$ cat config.mk
export PLATFORM = sky130hd
export DESIGN_NAME = uart_txrx_flat
export DESIGN_NICKNAME = d
export VERILOG_FILES = /design/src/rtl/uart_txrx_if.sv /design/src/rtl/uart_txrx.sv /design/src/flat_wrapper.sv
export SDC_FILE = /design/constraint.sdc
export NUM_CORES = 1
export LEC_CHECK = 0
export CAP_MARGIN = 20
export CORE_ASPECT_RATIO = 0.5
export CORE_MARGIN = 3
export CORE_UTILIZATION = 58
export DETAILED_ROUTE_END_ITERATION = 6
export PLACE_DENSITY = 0.79
export SYNTH_ARGS = -nofsm -noshare
export SYNTH_HDL_FRONTEND = slang
export SYNTH_SLANG_ARGS = --single-unit
export TNS_END_PERCENT = 100
$ cat constraint.sdc
create_clock -name clk -period 3.3 [get_ports clk]
set_clock_uncertainty 0.2 [all_clocks]
set_input_delay 0.33 -clock clk [delete_from_list [all_inputs] [get_ports clk]]
set_output_delay 0.33 -clock clk [all_outputs]
set_load 0.01 [all_outputs]
$ cat src/rtl/uart_txrx_if.sv
// Byte-level client interface of the UART.
//   master : client side (drives tx_en/tx_dfifo, observes status and received byte)
//   slave  : UART side
// Signals:
//   tx_en         transmit request, level-sensitive
//   tx_dfifo      byte to transmit
//   tx_busy       transmitter is inside a frame
//   rx_dfifo      last received byte
//   rx_busy       receiver is inside a frame
//   rx_parity_err parity mismatch on the last received frame
interface uart_txrx_if;
    logic       tx_en;
    logic [7:0] tx_dfifo;
    logic       tx_busy;
    logic [7:0] rx_dfifo;
    logic       rx_busy;
    logic       rx_parity_err;

    modport master (
        output tx_en, tx_dfifo,
        input  tx_busy, rx_dfifo, rx_busy, rx_parity_err
    );

    modport slave (
        input  tx_en, tx_dfifo,
        output tx_busy, rx_dfifo, rx_busy, rx_parity_err
    );
endinterface

$ cat src/rtl/uart_txrx.sv
// Full-duplex 8-bit UART, optional even parity (start, D0..D7 LSB first, [parity], stop).
// Ports:
//   clk   system clock, rising edge
//   rstn  asynchronous active-low reset, aborts any frame in progress
//   cif   byte-level client interface (slave modport)
//   rxd   serial input, idle high, asynchronous to clk
//   txd   serial output, idle high
//
// TX states:
//   state     | meaning
//   TX_IDLE   | line high, waiting for tx_en
//   TX_START  | driving start bit (0)
//   TX_DATA   | driving D0..D7, tx_bit selects the bit
//   TX_PARITY | driving even parity bit (PARITY_EN only)
//   TX_STOP   | driving stop bit (1)
// RX states:
//   state     | meaning
//   RX_IDLE   | waiting for a synchronized falling edge
//   RX_START  | waiting half a bit to re-check the start bit
//   RX_DATA   | sampling D0..D7 at bit centres, rxd_cnt = bit index
//   RX_PARITY | sampling the parity bit (PARITY_EN only)
//   RX_STOP   | stop-bit centre: deliver byte and parity status
module uart_txrx #(
    parameter int CLK_FREQ  = 10_000_000,
    parameter int BAUDRATE  = 9600,
    parameter int PARITY_EN = 0
) (
    input  logic       clk,
    input  logic       rstn,
    uart_txrx_if.slave cif,
    input  logic       rxd,
    output logic       txd
);
    localparam int BIT_CYC  = (CLK_FREQ + BAUDRATE / 2) / BAUDRATE;
    localparam int HALF_CYC = BIT_CYC / 2;
    localparam int CW       = $clog2(BIT_CYC + 1);
    localparam logic [CW-1:0] BIT_LOAD  = CW'(BIT_CYC - 1);
    localparam logic [CW-1:0] HALF_LOAD = CW'(HALF_CYC - 1);
    localparam bit PAR = (PARITY_EN != 0);

    // ---------------- transmitter ----------------
    typedef enum logic [2:0] {TX_IDLE, TX_START, TX_DATA, TX_PARITY, TX_STOP} tx_state_t;

    tx_state_t     tx_state, tx_state_nxt;
    logic [CW-1:0] tx_cnt, tx_cnt_nxt;
    logic [2:0]    tx_bit, tx_bit_nxt;
    logic [7:0]    tx_shreg, tx_shreg_nxt;
    logic          txd_nxt;
    logic          tx_tc;

    assign tx_tc       = (tx_cnt == '0);
    assign cif.tx_busy = (tx_state != TX_IDLE);

    always_ff @(posedge clk or negedge rstn) begin
        if (!rstn) begin
            tx_state <= TX_IDLE;
            tx_cnt   <= '0;
            tx_bit   <= '0;
            tx_shreg <= '0;
            txd      <= 1'b1;
        end else begin
            tx_state <= tx_state_nxt;
            tx_cnt   <= tx_cnt_nxt;
            tx_bit   <= tx_bit_nxt;
            tx_shreg <= tx_shreg_nxt;
            txd      <= txd_nxt;
        end
    end

    // txd is registered: the value for the next bit is chosen on the edge that enters it.
    always_comb begin
        tx_state_nxt = tx_state;
        tx_cnt_nxt   = tx_tc ? tx_cnt : tx_cnt - 1'b1;
        tx_bit_nxt   = tx_bit;
        tx_shreg_nxt = tx_shreg;
        txd_nxt      = txd;
        unique case (tx_state)
            TX_IDLE: begin
                txd_nxt = 1'b1;
                if (cif.tx_en) begin
                    tx_state_nxt = TX_START;
                    tx_cnt_nxt   = BIT_LOAD;
                    tx_shreg_nxt = cif.tx_dfifo;
                    txd_nxt      = 1'b0;
                end
            end
            TX_START: begin
                if (tx_tc) begin
                    tx_state_nxt = TX_DATA;
                    tx_cnt_nxt   = BIT_LOAD;
                    tx_bit_nxt   = '0;
                    txd_nxt      = tx_shreg[0];
                end
            end
            TX_DATA: begin
                if (tx_tc) begin
                    tx_cnt_nxt = BIT_LOAD;
                    if (tx_bit == 3'd7) begin
                        tx_state_nxt = PAR ? TX_PARITY : TX_STOP;
                        txd_nxt      = PAR ? ^tx_shreg : 1'b1;
                    end else begin
                        tx_bit_nxt = tx_bit + 3'd1;
                        txd_nxt    = tx_shreg[tx_bit + 3'd1];
                    end
                end
            end
            TX_PARITY: begin
                if (tx_tc) begin
                    tx_state_nxt = TX_STOP;
                    tx_cnt_nxt   = BIT_LOAD;
                    txd_nxt      = 1'b1;
                end
            end
            TX_STOP: begin
                if (tx_tc) begin
                    tx_state_nxt = TX_IDLE;
                    txd_nxt      = 1'b1;
                end
            end
            default: begin
                tx_state_nxt = TX_IDLE;
                txd_nxt      = 1'b1;
            end
        endcase
    end

    // ---------------- receiver ----------------
    typedef enum logic [2:0] {RX_IDLE, RX_START, RX_DATA, RX_PARITY, RX_STOP} rx_state_t;

    rx_state_t     rx_state, rx_state_nxt;
    logic [CW-1:0] rx_cnt, rx_cnt_nxt;
    logic [2:0]    rxd_cnt, rxd_cnt_nxt;
    logic [7:0]    rx_shreg, rx_shreg_nxt;
    logic [7:0]    rx_dfifo_q, rx_dfifo_nxt;
    logic          rx_par_bit, rx_par_bit_nxt;
    logic          rx_perr_q, rx_perr_nxt;
    logic          rxd_s1, rxd_s2, rxd_s3;
    logic          rx_fall, rx_tc;

    // Synchronizer flops reset high so reset release never looks like a start edge.
    assign rx_fall           = rxd_s3 & ~rxd_s2;
    assign rx_tc             = (rx_cnt == '0);
    assign cif.rx_busy       = (rx_state != RX_IDLE);
    assign cif.rx_dfifo      = rx_dfifo_q;
    assign cif.rx_parity_err = rx_perr_q;

    always_ff @(posedge clk or negedge rstn) begin
        if (!rstn) begin
            rxd_s1     <= 1'b1;
            rxd_s2     <= 1'b1;
            rxd_s3     <= 1'b1;
            rx_state   <= RX_IDLE;
            rx_cnt     <= '0;
            rxd_cnt    <= '0;
            rx_shreg   <= '0;
            rx_dfifo_q <= '0;
            rx_par_bit <= 1'b0;
            rx_perr_q  <= 1'b0;
        end else begin
            rxd_s1     <= rxd;
            rxd_s2     <= rxd_s1;
            rxd_s3     <= rxd_s2;
            rx_state   <= rx_state_nxt;
            rx_cnt     <= rx_cnt_nxt;
            rxd_cnt    <= rxd_cnt_nxt;
            rx_shreg   <= rx_shreg_nxt;
            rx_dfifo_q <= rx_dfifo_nxt;
            rx_par_bit <= rx_par_bit_nxt;
            rx_perr_q  <= rx_perr_nxt;
        end
    end

    always_comb begin
        rx_state_nxt   = rx_state;
        rx_cnt_nxt     = rx_tc ? rx_cnt : rx_cnt - 1'b1;
        rxd_cnt_nxt    = rxd_cnt;
        rx_shreg_nxt   = rx_shreg;
        rx_dfifo_nxt   = rx_dfifo_q;
        rx_par_bit_nxt = rx_par_bit;
        rx_perr_nxt    = rx_perr_q;
        unique case (rx_state)
            RX_IDLE: begin
                if (rx_fall) begin
                    rx_state_nxt = RX_START;
                    rx_cnt_nxt   = HALF_LOAD;
                    rx_perr_nxt  = 1'b0;
                end
            end
            RX_START: begin
                if (rx_tc) begin
                    if (rxd_s2) begin
                        rx_state_nxt = RX_IDLE;     // glitch, not a real start bit
                    end else begin
                        rx_state_nxt = RX_DATA;
                        rx_cnt_nxt   = BIT_LOAD;
                        rxd_cnt_nxt  = '0;
                    end
                end
            end
            RX_DATA: begin
                if (rx_tc) begin
                    rx_cnt_nxt   = BIT_LOAD;
                    rx_shreg_nxt = {rxd_s2, rx_shreg[7:1]};
                    if (rxd_cnt == 3'd7) begin
                        rx_state_nxt = PAR ? RX_PARITY : RX_STOP;
                    end else begin
                        rxd_cnt_nxt = rxd_cnt + 3'd1;
                    end
                end
            end
            RX_PARITY: begin
                if (rx_tc) begin
                    rx_state_nxt   = RX_STOP;
                    rx_cnt_nxt     = BIT_LOAD;
                    rx_par_bit_nxt = rxd_s2;
                end
            end
            RX_STOP: begin
                // Stop-bit level is not checked; the byte is delivered regardless.
                if (rx_tc) begin
                    rx_state_nxt = RX_IDLE;
                    rx_dfifo_nxt = rx_shreg;
                    rx_perr_nxt  = PAR && (rx_par_bit != ^rx_shreg);
                end
            end
            default: begin
                rx_state_nxt = RX_IDLE;
            end
        endcase
    end
endmodule

$ cat src/flat_wrapper.sv
// flat-port wrapper written by rule: the top's interface ports become plain ports
module uart_txrx_flat 
#(
    parameter int CLK_FREQ  = 10_000_000,
    parameter int BAUDRATE  = 9600,
    parameter int PARITY_EN = 0
)
  (clk, rstn, rxd, txd, cif_tx_en, cif_tx_dfifo, cif_tx_busy, cif_rx_dfifo, cif_rx_busy, cif_rx_parity_err);
  uart_txrx_if cif_i ();
  input  logic clk;
  input  logic rstn;
  input  logic rxd;
  output logic txd;
  input wire logic [$bits(cif_i.tx_en)-1:0] cif_tx_en;
  input wire logic [$bits(cif_i.tx_dfifo)-1:0] cif_tx_dfifo;
  output wire logic [$bits(cif_i.tx_busy)-1:0] cif_tx_busy;
  output wire logic [$bits(cif_i.rx_dfifo)-1:0] cif_rx_dfifo;
  output wire logic [$bits(cif_i.rx_busy)-1:0] cif_rx_busy;
  output wire logic [$bits(cif_i.rx_parity_err)-1:0] cif_rx_parity_err;
  assign cif_i.tx_en = cif_tx_en;
  assign cif_i.tx_dfifo = cif_tx_dfifo;
  assign cif_tx_busy = cif_i.tx_busy;
  assign cif_rx_dfifo = cif_i.rx_dfifo;
  assign cif_rx_busy = cif_i.rx_busy;
  assign cif_rx_parity_err = cif_i.rx_parity_err;
  uart_txrx #(.CLK_FREQ(CLK_FREQ), .BAUDRATE(BAUDRATE), .PARITY_EN(PARITY_EN)) u_core (.clk(clk), .rstn(rstn), .cif(cif_i), .rxd(rxd), .txd(txd));
endmodule
==> results.txt <==
----------------------------------------------------
[Timing]
  Fmax ... ~370 MHz
  Final Hold Viols ... 0
  Slew headroom ... between 50% and 60%
  Setup-failing EPs final ... 0
  Clock period minus final worst setup slack ... 2.68 ns
  RSZ-0062 raised after global routing ... no
  Final TNS setup ... 0 ns
  Part of the cycle the worst path needs ... slightly above 80%
  Tightest Pin Transition ... 0.644 ns
  Max Slew Vio Count ... 0

[Setup path]
  Cell chain of the critical path ... or4_1 -> nor4_4 -> buf_4 -> inv_2 -> o21ai_1 -> a211oi_1
  Delay of the slowest cell on the worst path ... 0.70 ns
  Worst path arrival time ... around 2.7 ns
  Type of destination of the critical path ... flip-flop
  RR Endpoint ... u_core.tx_cnt[1]
  Worst Setup Path Type ... reg2reg
  Launching element type of the critical path ... flip-flop
  Launch instance of the worst register-to-register path ... u_core.tx_cnt[3]
  Count of buffering cells on the critical path with inverters included ... 2
  Slowest cell on the critical path ... or4_1
  Kind of cell with the highest combined delay on the critical path ... simple AND/OR/NAND/NOR gates
  Worst-case reg-to-reg path depth ... 6
  Critical path data required time ... approximately 3.3 ns
  Maximum net fanout on the critical path ... 15
  Worst R2R Setup Slack ... between 0.6 and 0.7 ns

[Clock tree]
  Clk root buf ... clkbuf_8
  Post_cts resized ... 0
  Clock slew at the register clock pins of the worst setup and hold paths ... ~0.07 ns
  Maximum level of the CTS H-tree ... 3
  Total clock buffers created by CTS ... 9
  Clock latency of the later-clocked register in the worst-skew pair ... about 0.34 ns
  Sinks on Clock Net ... 62
  CTS tree ... done
  Number of hold buffers added after CTS ... 1
  Post-CTS setup buffer count ... 0
  Buffers from clock root to sink, at most ... 2

[Floorplanning]
  Rows ... 18
  Number of I/O pins ... 24
  Die Wd ... between 100 and 150 um
  Die footprint ... 6270 um2
  Die H ... roughly 57 um
  Initial cell density of the core ... between 60% and 70%
  Floorplan Core Area ... 5020 um2

[Routing]
  DRC violation total after the first TritonRoute iteration ... 94
  Detailed-route wire length ... 5.76 mm
  Vias/cell ... roughly 6
  Number of iterations in the first detailed-routing pass ... 4
  Average wire length per cell after detail routing ... ~15 um
  Remaining antenna violation count ... 0
  Remaining routing DRC violations ... 0
  Routed via count ... approximately 2,200

[Final layout]
  Count of filler cells inserted in the layout ... ~370
  Area Overhead vs Synth ... 15.3%
  Final Net Count ... roughly 320
  Storage cell area ... approximately 1600 um2
  Ant. Diodes ... 0
  Area of combinational cells with multiple inputs ... roughly 1400 um2
  Fraction of layout instances using a drive strength above 1 ... a little under a quarter

[Logic synthesis]
  Share of synthesized flip-flops with an asynchronous set or reset ... 100%
  Post-synthesis area per instance ... 11.3 um2
  Share of the yosys chip area belonging to registers ... between 50% and 60%
  Number of synthesized flops with an enable pin ... 0
  Synth Cell Area ... between 3000 and 4000 um2
  Number of distinct library cell variants in the gate-level netlist after synthesis ... 55
  Synth Flop Type ... dfrtp_1
  Synthesis warning total ... 0
  Register bit total from synthesis ... 62
  Syn Inst Count ... around 270
  Net count of the mapped netlist ... 294

[Job]
  Number of max-cap violations ... 0

[Worst hold path]
  Number of stages on the worst hold path ... 0
  HP Class ... reg2reg
  Startpoint of the most critical hold path ... u_core.rxd_s1
  End point of the worst hold path ... u_core.rxd_s2

[Global routing]
  Global-route wire length before repair ... roughly 10 mm
  Via count of the first global-routing pass ... 2,182
  Pin count of the biggest net entering global routing ... 24
  Gr usage total ... 21.3%
  Overflow left after global routing ... 0
  Initial antenna violation count ... 0

[Power]
  Total power ... 1960 uW
  Leakage Power ... 0.00155 uW
  Maximum ir drop on the vdd rail ... 0.000271 V
  Power density over the cells ... between 500 and 600 nW/um2

[Placement]
  Number of I/O port buffers ... 22
  Global placement routability congestion ... approximately 0.84
  Post-DP HPWL ... around 4 mm

[Outcome]
  Outcome ... complete, no violations

----------------------------------------------------
placed cells by master (no fill, tap or decap), drive strengths merged, types with 2 or more instances in the layout:
master / netlist / layout
o22ai: 2 / 2
nand3: 5 / 5
nand2: 8 / 8
nor3b: 2 / 2
a22o: 4 / 4
ha: 9 / 9
dfrtp: 58 / 58
mux4: 2 / 2
mux2: 27 / 27
xnor2: 3 / 3
or3: 11 / 11
nand3b: 2 / 2
clkdlybuf4s50: 0 / 21
or4b: 2 / 2
o21ai: 11 / 11
a32o: 2 / 2
dfstp: 4 / 4
nand2b: 7 / 7
nor2: 17 / 17
nand4: 2 / 2
buf: 4 / 7
or4: 5 / 5
clkinv: 0 / 3
a211oi: 4 / 4
a311oi: 2 / 2
xor2: 2 / 2
nor4: 5 / 5
inv: 12 / 12
a21oi: 17 / 17
nor3: 6 / 6
clkbuf: 9 / 12
a31oi: 3 / 3
or2: 2 / 2
o211ai: 2 / 2
o31ai: 7 / 7
a31o: 2 / 2
routing by layer:
layer  up-vias  routed length (um)  GRT usage, %
li1       1069                   -             -
met1      1082                2610          26.6
met2        45                2830          35.4
met3         6                 274          8.25
met4         0                  42          4.86
met5         -                   0             0
state kept, by name (all words and copies together) (netlist names):
register,count
u_core.rx_cnt,11
u_core.tx_cnt,11
u_core.cif.rx_dfifo,8
u_core.rx_shreg,8
u_core.tx_shreg,8
u_core.rx_state,3
u_core.rxd_cnt,3
u_core.tx_bit,3
u_core.tx_state,3
u_core.rxd_s1,1
u_core.rxd_s2,1
u_core.rxd_s3,1
u_core.txd,1
layout make-up:
type                    count  area share, %
clock buffers              12           4.09
clock inverters             4          0.635
inverters                  12           1.27
multi-input cells         186           40.0
flip-flops and latches     62           43.9
well taps                  70           2.47
repair buffers             29           7.62
worst reg2reg max path, cell delays in order (launching register included):
cell and delay [ns]:
dfrtp_1 0.43, or4_1 0.70, nor4_4 0.30, buf_4 0.24
inv_2 0.09, o21ai_1 0.47, a211oi_1 0.10
worst max path at each step:
stage	end	start	cells past startpoint
floorplan	u_core.rx_cnt[0]	u_core.rx_cnt[5]	7
global placement	u_core.tx_cnt[1]	u_core.tx_cnt[3]	6
detailed placement	u_core.tx_cnt[1]	u_core.tx_cnt[3]	6
CTS	u_core.tx_cnt[1]	u_core.tx_cnt[3]	6
global route	u_core.tx_cnt[1]	u_core.tx_cnt[3]	6
finish	u_core.tx_cnt[1]	u_core.tx_cnt[3]	6
cell usage after synthesis (7+ instances only):
| library cell | count | area share (%) |
|---|---|---|
| nand2b_1 | 7 | 1.4 |
| nor2_1 | 17 | 2.1 |
| dfrtp_1 | 58 | 47 |
| clkbuf_1 | 9 | 1.1 |
| nand2_1 | 8 | 0.98 |
| o21ai_0 | 10 | 1.6 |
| or3_1 | 11 | 2.2 |
| mux2_2 | 27 | 9.9 |
| a21oi_1 | 17 | 2.8 |
| inv_1 | 11 | 1.3 |
| o31ai_1 | 7 | 1.7 |
| ha_1 | 9 | 3.7 |
power breakdown:
group / switching, uW / internal, uW / total (uW) / leakage [uW]
Sequential: 103 / 840 / 943 / 0.000801
Combinational: 242 / 201 / 443 / 0.000664
Clock: 282 / 289 / 571 / 0.0000861
through the flow:
| step | setup WS, ns | hold WS, ns | utilization (%) | instances | area, um2 |
|---|---|---|---|---|---|
| after CTS | 0.630 | 0.161 | 70.6 | 375 | 3540 |
| after floorplan | 0.831 | -0.166 | - | 273 | 3080 |
| final | 0.618 | 0.160 | 70.6 | 375 | 3540 |
| after global placement | 0.726 | 0.111 | 67.0 | 358 | 3370 |
| after global routing | 0.462 | 0.162 | 70.6 | 375 | 3540 |
| after detailed placement | 0.650 | 0.120 | 67.0 | 358 | 3370 |
cells by family after synthesis:
kind of cell | Yosys count | share of synthesized area, %
and+or+nand+nor | 80 | 16.1
DFF | 62 | 50.6
AOI/OAI and AO/OA | 61 | 13.1
muxes | 30 | 11.7
buffers and inverters | 25 | 3.30
adders and majority gates | 9 | 3.66
xor gates and xnor gates | 5 | 1.42
other | 1 | 0.122
No activity file was read; power rests on OpenSTA's default activity.
